==> src/rtl/data_memory.sv <==
// 64 x 32-bit word RAM: combinational read, synchronous write,
// async active-low reset clears every word.
// Ports (positional order fixed): RD read data, WD write data,
// A byte address (word = A[7:2]), WE write enable, clk, rst (active-low).
module data_memory #(
  parameter int DATA_WIDTH = 32,
  parameter int ADDR_WIDTH = 8,
  parameter int DEPTH      = 2 ** (ADDR_WIDTH - 2)
) (
  output logic [DATA_WIDTH-1:0] RD,
  input  logic [DATA_WIDTH-1:0] WD,
  input  logic [ADDR_WIDTH-1:0] A,
  input  logic                  WE,
  input  logic                  clk,
  input  logic                  rst
);

  logic [DATA_WIDTH-1:0] mem [DEPTH];
  logic [ADDR_WIDTH-3:0] widx;

  // Byte offset bits carry no meaning: no lanes, no trap.
  logic unused_lo;
  assign unused_lo = ^A[1:0];

  assign widx = A[ADDR_WIDTH-1:2];

  // No bypass: RD shows the stored word until the edge commits WD.
  assign RD = mem[widx];

  always_ff @(posedge clk or negedge rst) begin
    if (!rst) begin
      for (int i = 0; i < DEPTH; i++) begin
        mem[i] <= '0;
      end
    end else if (WE) begin
      mem[widx] <= WD;
    end
  end

endmodule

==> config.mk <==
export PLATFORM = sky130hd
export DESIGN_NAME = data_memory
export DESIGN_NICKNAME = d
export VERILOG_FILES = /design/src/rtl/data_memory.sv
export SDC_FILE = /design/constraint.sdc
export NUM_CORES = 2
export LEC_CHECK = 0
export CAP_MARGIN = 10
export CORE_UTILIZATION = 30
export CTS_CLUSTER_SIZE = 30
export DETAILED_ROUTE_END_ITERATION = 8
export REMOVE_ABC_BUFFERS = 1
export SLEW_MARGIN = 20
export SYNTH_ARGS = -nofsm -noshare
export SYNTH_HDL_FRONTEND = slang
export SYNTH_SLANG_ARGS = --single-unit
==> constraint.sdc <==
create_clock -name clk -period 5.5 [get_ports clk]
set_clock_uncertainty 0.1 [all_clocks]
set_input_delay 1.1 -clock clk [delete_from_list [all_inputs] [get_ports clk]]
set_output_delay 1.1 -clock clk [all_outputs]
set_load 0.05 [all_outputs]
# --- Word-level counts from Yosys, hierarchy flattened ---
# Cells that the tools add are included.
totals:
  elab_cells: 74
  out_inout_bits: 32
  input_bits: 43
  ff_bits: 2048
classes:
  n_bitwise: 1
  n_lt_le_gt_ge: 2
  mux: 6
  n_reduce_logical: 1
ops:
  columns: ["operator", "n"]
  rows:
  - ["bitwise mux 2048 bit", 1]
  - ["binary-select mux 32 bit (select 6 bit)", 1]
  - ["demux 32 bit (select 6 bit)", 1]
  - ["two-way mux 32 bit", 3]
  - [">= comparator 7 bit (second input constant)", 1]
  - ["less-than comparator 7 x 1 -> 1 bit (second input constant)", 1]
  - ["inverter 6 -> 7 bit", 1]
  - ["logical AND 1 bit", 1]

# --- Depth between registers and ports, before layout ---
depth:
  word_depth: 6
  mapped_depth: 11
  mapped_depth_nobuf: 6

# --- Worst setup path before layout ---
# Ideal clock, no wire load.
synth_timing:
  path_type: "input to output"
  start: "input A[2]"
  end: "output RD[1]"
  arrival_time_ns: 3.235
  n_path_buf: 5
  cell_stages: 11
  slack_ns: 1.065
  required_time_ns: 4.300
  path_cell_list: "buf_6 -> buf_6 -> buf_6 -> buf_6 -> buf_2 -> nand2_1 -> nand2_1 -> nand2_1 -> a221oi_1 -> a311oi_1 -> o2111ai_1"
synth_via:
  elab_chain_cells: 4
synth_rtl:
  columns: ["element", "line", "source"]
  rows:
  - ["from (decl)", "12", "input logic [ADDR_WIDTH-1:0] A,"]
  - ["inverter 6 -> 7 bit (implied by the code)", "28", "assign RD = mem[widx];"]
  - ["binary-select mux 32 bit (select 6 bit)", "28", null]
  - ["two-way mux 32 bit (implied by the code) (2 in series)", "28", null]
  - ["to (decl)", "10", "output logic [DATA_WIDTH-1:0] RD,"]
# No other way between the ends. The select of a mux whose other input is x is not followed.

# --- Final worst setup path ---
layout_timing:
  start: "input A[3]"
  end: "output RD[15]"
# The elaborated chain is that of the path after synthesis.

==> qor.log <==
qor: synth.dominant_combinational_cell_family_by_area_after_synthesis multiplexers
qor: sta.period_minus_slack 5.42 ns
qor: sta.setup_viol 0
qor: critical_path.critPathRequiredTime 4.30 ns
qor: synth.mux_share_of_post_synthesis_cell_area 0.276
qor: power_and_ir_drop.comb_power_share 0.126
qor: detailed_routing.drt-initial-drc-count 6858
qor: run.maxCapViolations 0
qor: sta.final.setup.worst_slack 0.0762 ns
qor: power_and_ir_drop.power_frac_clock 0.394
qor: detailed_routing.detail_route.wl_per_cell 29.9 um
qor: cts.ctsHoldBuffers 0
qor: critical_path.rrSetupSlack 4.59 ns
qor: status.status complete, no violations
qor: power_and_ir_drop.total_switching_power 9.65 mW
qor: floorplan.placement_rows 202
qor: floorplan.dieArea 0.309 mm2
qor: synth.yosysMostFrequentCell sky130_fd_sc_hd__mux2_2
qor: detailed_routing.drt.antenna.violating_nets 0
qor: sta.slew_headroom 0.238
qor: critical_path.timing.critical_path.fanout_max 38
qor: placement.numPortBuffers 72
qor: cells_and_area.postLayoutCellArea 0.107 mm2
qor: cts.cts_tree done
qor: floorplan.die_y_extent 556 um
qor: synth.yosysWarningCount 0
qor: synth.async_reset_ff_frac 1.00
qor: cells_and_area.layout-drive-gt1-share 0.439
qor: cells_and_area.area.growth.synth_to_final 15.9%
qor: detailed_routing.post_drt_via_cell_ratio 5.75
qor: synth.postSynthAreaPerCell 13.5 um2
qor: critical_path.setup.worst_path.start_class input pin
qor: cts.htree_depth 4
qor: synth.ys_seq_area_frac 0.557
qor: floorplan.die_width 556 um
qor: cts.clockBufferDepth 3
qor: cells_and_area.fill_cells 29200
qor: synth.synth_top_cells_by_area sky130_fd_sc_hd__dfrtp_1 56%, sky130_fd_sc_hd__mux2_2 25%, sky130_fd_sc_hd__a22oi_1 3.6%
qor: detailed_routing.routed_wl 329000 um
qor: global_routing.grt.met3_usage 0.0442
qor: synth.postSynthRegisterBits 2048
qor: cells_and_area.reg.largest.list mem (2048)
qor: global_routing.wire_length_of_the_first_global_routing_pass 473000 um
qor: synth.synthFlopType sky130_fd_sc_hd__dfrtp_1
qor: synth.synth_cell_type_count 63
qor: critical_path.r2r-start mem[1337]$_DFFE_PN0P_
qor: power_and_ir_drop.cellInternalPower 28.0 mW
qor: synth.syn_inst 6795
qor: floorplan.floorplan.initialDensity 0.303
qor: global_routing.gr-usage-all-layers 0.210
qor: synth.summed_instance_area_of_the_synthesized_netlist 0.0920 mm2
qor: min_path.worst_hold_path_type input pin to async pin
qor: cts.cts_root_buf sky130_fd_sc_hd__clkbuf_16
qor: synth.synth_area_in_adders 0
qor: global_routing.first_global_vias 64300
qor: power_and_ir_drop.peakVddDrop 0.320 mV
qor: global_routing.met2_usage 0.322
qor: global_routing.globalRouteMet1Util 0.283
qor: global_routing.grt_most_used_layer met2
qor: floorplan.floorplan.core_area 0.304 mm2
qor: cells_and_area.sequential_cell_area 0.0512 mm2
qor: cts.cts_post_setup_buffers_inserted 0
qor: critical_path.critPathLaunch A[3]
qor: synth.synth_enable_flop_cells 0
qor: power_and_ir_drop.static-leakage-power 47.7 nW
qor: power_and_ir_drop.p_seq_frac 0.480
qor: placement.detailedPlacementHpwl 199000 um
qor: critical_path.setup.worst_path.class input pin to output pin
qor: placement.dpl_worst_slack 0.0846 ns
qor: detailed_routing.firstDrtPassIters 6
qor: cts.clock_latency 0.84 ns
qor: detailed_routing.drc 0
qor: sta.fin_setup_tns 0 ns
qor: global_routing.grt_remaining_overflow 0
qor: global_routing.grt_antenna_before_repair 23
qor: synth.fraction_of_the_mapped_netlist_area_in_compound_gates 0.108
qor: synth.yosys-top-cells-count 2060 x sky130_fd_sc_hd__mux2_2, 2048 x sky130_fd_sc_hd__dfrtp_1, 437 x sky130_fd_sc_hd__a22oi_1, 374 x sky130_fd_sc_hd__a221oi_1, 315 x sky130_fd_sc_hd__clkbuf_1
qor: sta.finalHoldViolCount 0
qor: critical_path.timing.critical_path.to RD[15]
qor: placement.gp_congestion 0.846
qor: sta.maxSlewViolCount 0
qor: global_routing.grt_max_degree 149
qor: critical_path.end_kind output pin
qor: synth.netlist.area_leader.share 0.557
qor: critical_path.timing.critical_path.arrival 4.22 ns
qor: power_and_ir_drop.switching_share 0.256
qor: cells_and_area.largest-register mem
qor: placement.placed_cell_area 0.0993 mm2
qor: sta.fmax 184 MHz
qor: cells_and_area.fin_cells 11000
qor: synth.fraction_of_synthesized_cell_area_in_xor_and_xnor_cells 0
qor: cells_and_area.largest_reg_flops 2048
qor: cells_and_area.multi_input_area 0.0377 mm2
qor: cells_and_area.layout.nets 6770
qor: critical_path.r2r_cells 1
qor: sta.timing.final.crit_share 0.986
qor: detailed_routing.routed-via-count 63200
qor: cts.cts_repair_resize_count 0
qor: cts.cts.reportedPaths.clkPinSlew 0.06 ns
qor: cts.tritoncts_num_sinks 2048
qor: synth.synth_simple_gate_area_share 0.0218
qor: sta.rsz_0062_raised_after_global_routing false
qor: cts.numCtsBuffers 212
qor: sta.worst_pin_slew 1.14 ns
qor: critical_path.reg2reg_capture_point mem[1337]$_DFFE_PN0P_
qor: synth.synth.largest_area_cell sky130_fd_sc_hd__dfrtp_1
qor: sta.worst_hold_slack 0.199 ns
qor: power_and_ir_drop.pwr_density_cell 353 mW/mm2
qor: floorplan.top_level_ports 75
qor: placement.cell_count_after_placement 10600
critical path, stage by stage:
cell and delay, ns:
sky130_fd_sc_hd__buf_8 0.28, sky130_fd_sc_hd__inv_6 0.34, sky130_fd_sc_hd__nand2_1 0.60, sky130_fd_sc_hd__buf_4 0.27, sky130_fd_sc_hd__nor2_1 0.06, sky130_fd_sc_hd__nor3_1 0.44, sky130_fd_sc_hd__buf_4 0.21, sky130_fd_sc_hd__o2111a_1 0.25
sky130_fd_sc_hd__nand4_1 0.28, sky130_fd_sc_hd__buf_12 0.25
stage by stage:
step	total power [mW]	utilization
3_5_place_dp	23.0	0.327
2_1_floorplan	20.9	-
3_3_place_gp	22.7	0.327
5_1_grt	39.0	0.351
4_1_cts	37.8	0.350
6_report	37.6	0.351
area by class of cell:
type / instances / area share
antenna: 16 / 0.000376
clock buffer: 312 / 0.0596
tap: 4080 / 0.0479
sequential: 2048 / 0.481
clock inverter: 69 / 0.00806
inverter: 3 / 0.000200
multi-input combinational: 3983 / 0.354
timing repair buffer: 479 / 0.0490
worst min path at each step:
stage / end / slack (ns) / cells after the start
floorplan: mem[1333]$_DFFE_PN0P_ / 0.35 / 1
CTS: mem[791]$_DFFE_PN0P_ / 0.19 / 1
global route: mem[1026]$_DFFE_PN0P_ / 0.23 / 1
global placement: mem[397]$_DFFE_PN0P_ / 0.36 / 1
detailed placement: mem[313]$_DFFE_PN0P_ / 0.38 / 1
finish: mem[1026]$_DFFE_PN0P_ / 0.20 / 1
routing by layer:
layer | part of all wire | wire length, um | vias up
met5 | 0.00022 | 72 | -
met4 | 0.051 | 16700 | 10
met3 | 0.088 | 28900 | 782
met2 | 0.45 | 147000 | 3056
met1 | 0.41 | 136000 | 33800
li1 | - | - | 25500
logic make-up after synthesis:
family / Yosys count
simple gates: 439
flops: 2048
compound gates: 1326
buf+inv: 764
mux: 2218
power groups by stage:
stage | registers [mW] | logic [mW] | clock network [mW]
final | 18.1 | 4.74 | 14.8
after floorplan | 18.0 | 2.87 | 0
after detailed placement | 18.3 | 4.73 | 0
after CTS | 18.0 | 4.74 | 15.0
after global routing | 18.3 | 5.08 | 15.6
after global placement | 18.2 | 4.57 | 0
layout by cell type (no fill, tap or decap), types with 88 or more instances in the layout:
cell and n:
sky130_fd_sc_hd__a221oi_1 374, sky130_fd_sc_hd__a22oi_1 437, sky130_fd_sc_hd__buf_12 129, sky130_fd_sc_hd__buf_4 328, sky130_fd_sc_hd__clkbuf_16 214, sky130_fd_sc_hd__dfrtp_1 2048
sky130_fd_sc_hd__mux2_2 2060, sky130_fd_sc_hd__mux2i_1 88, sky130_fd_sc_hd__nor2_1 147, sky130_fd_sc_hd__o21ai_0 122, sky130_fd_sc_hd__o22ai_1 168
Note: power is estimated with default switching activity, not from simulation.
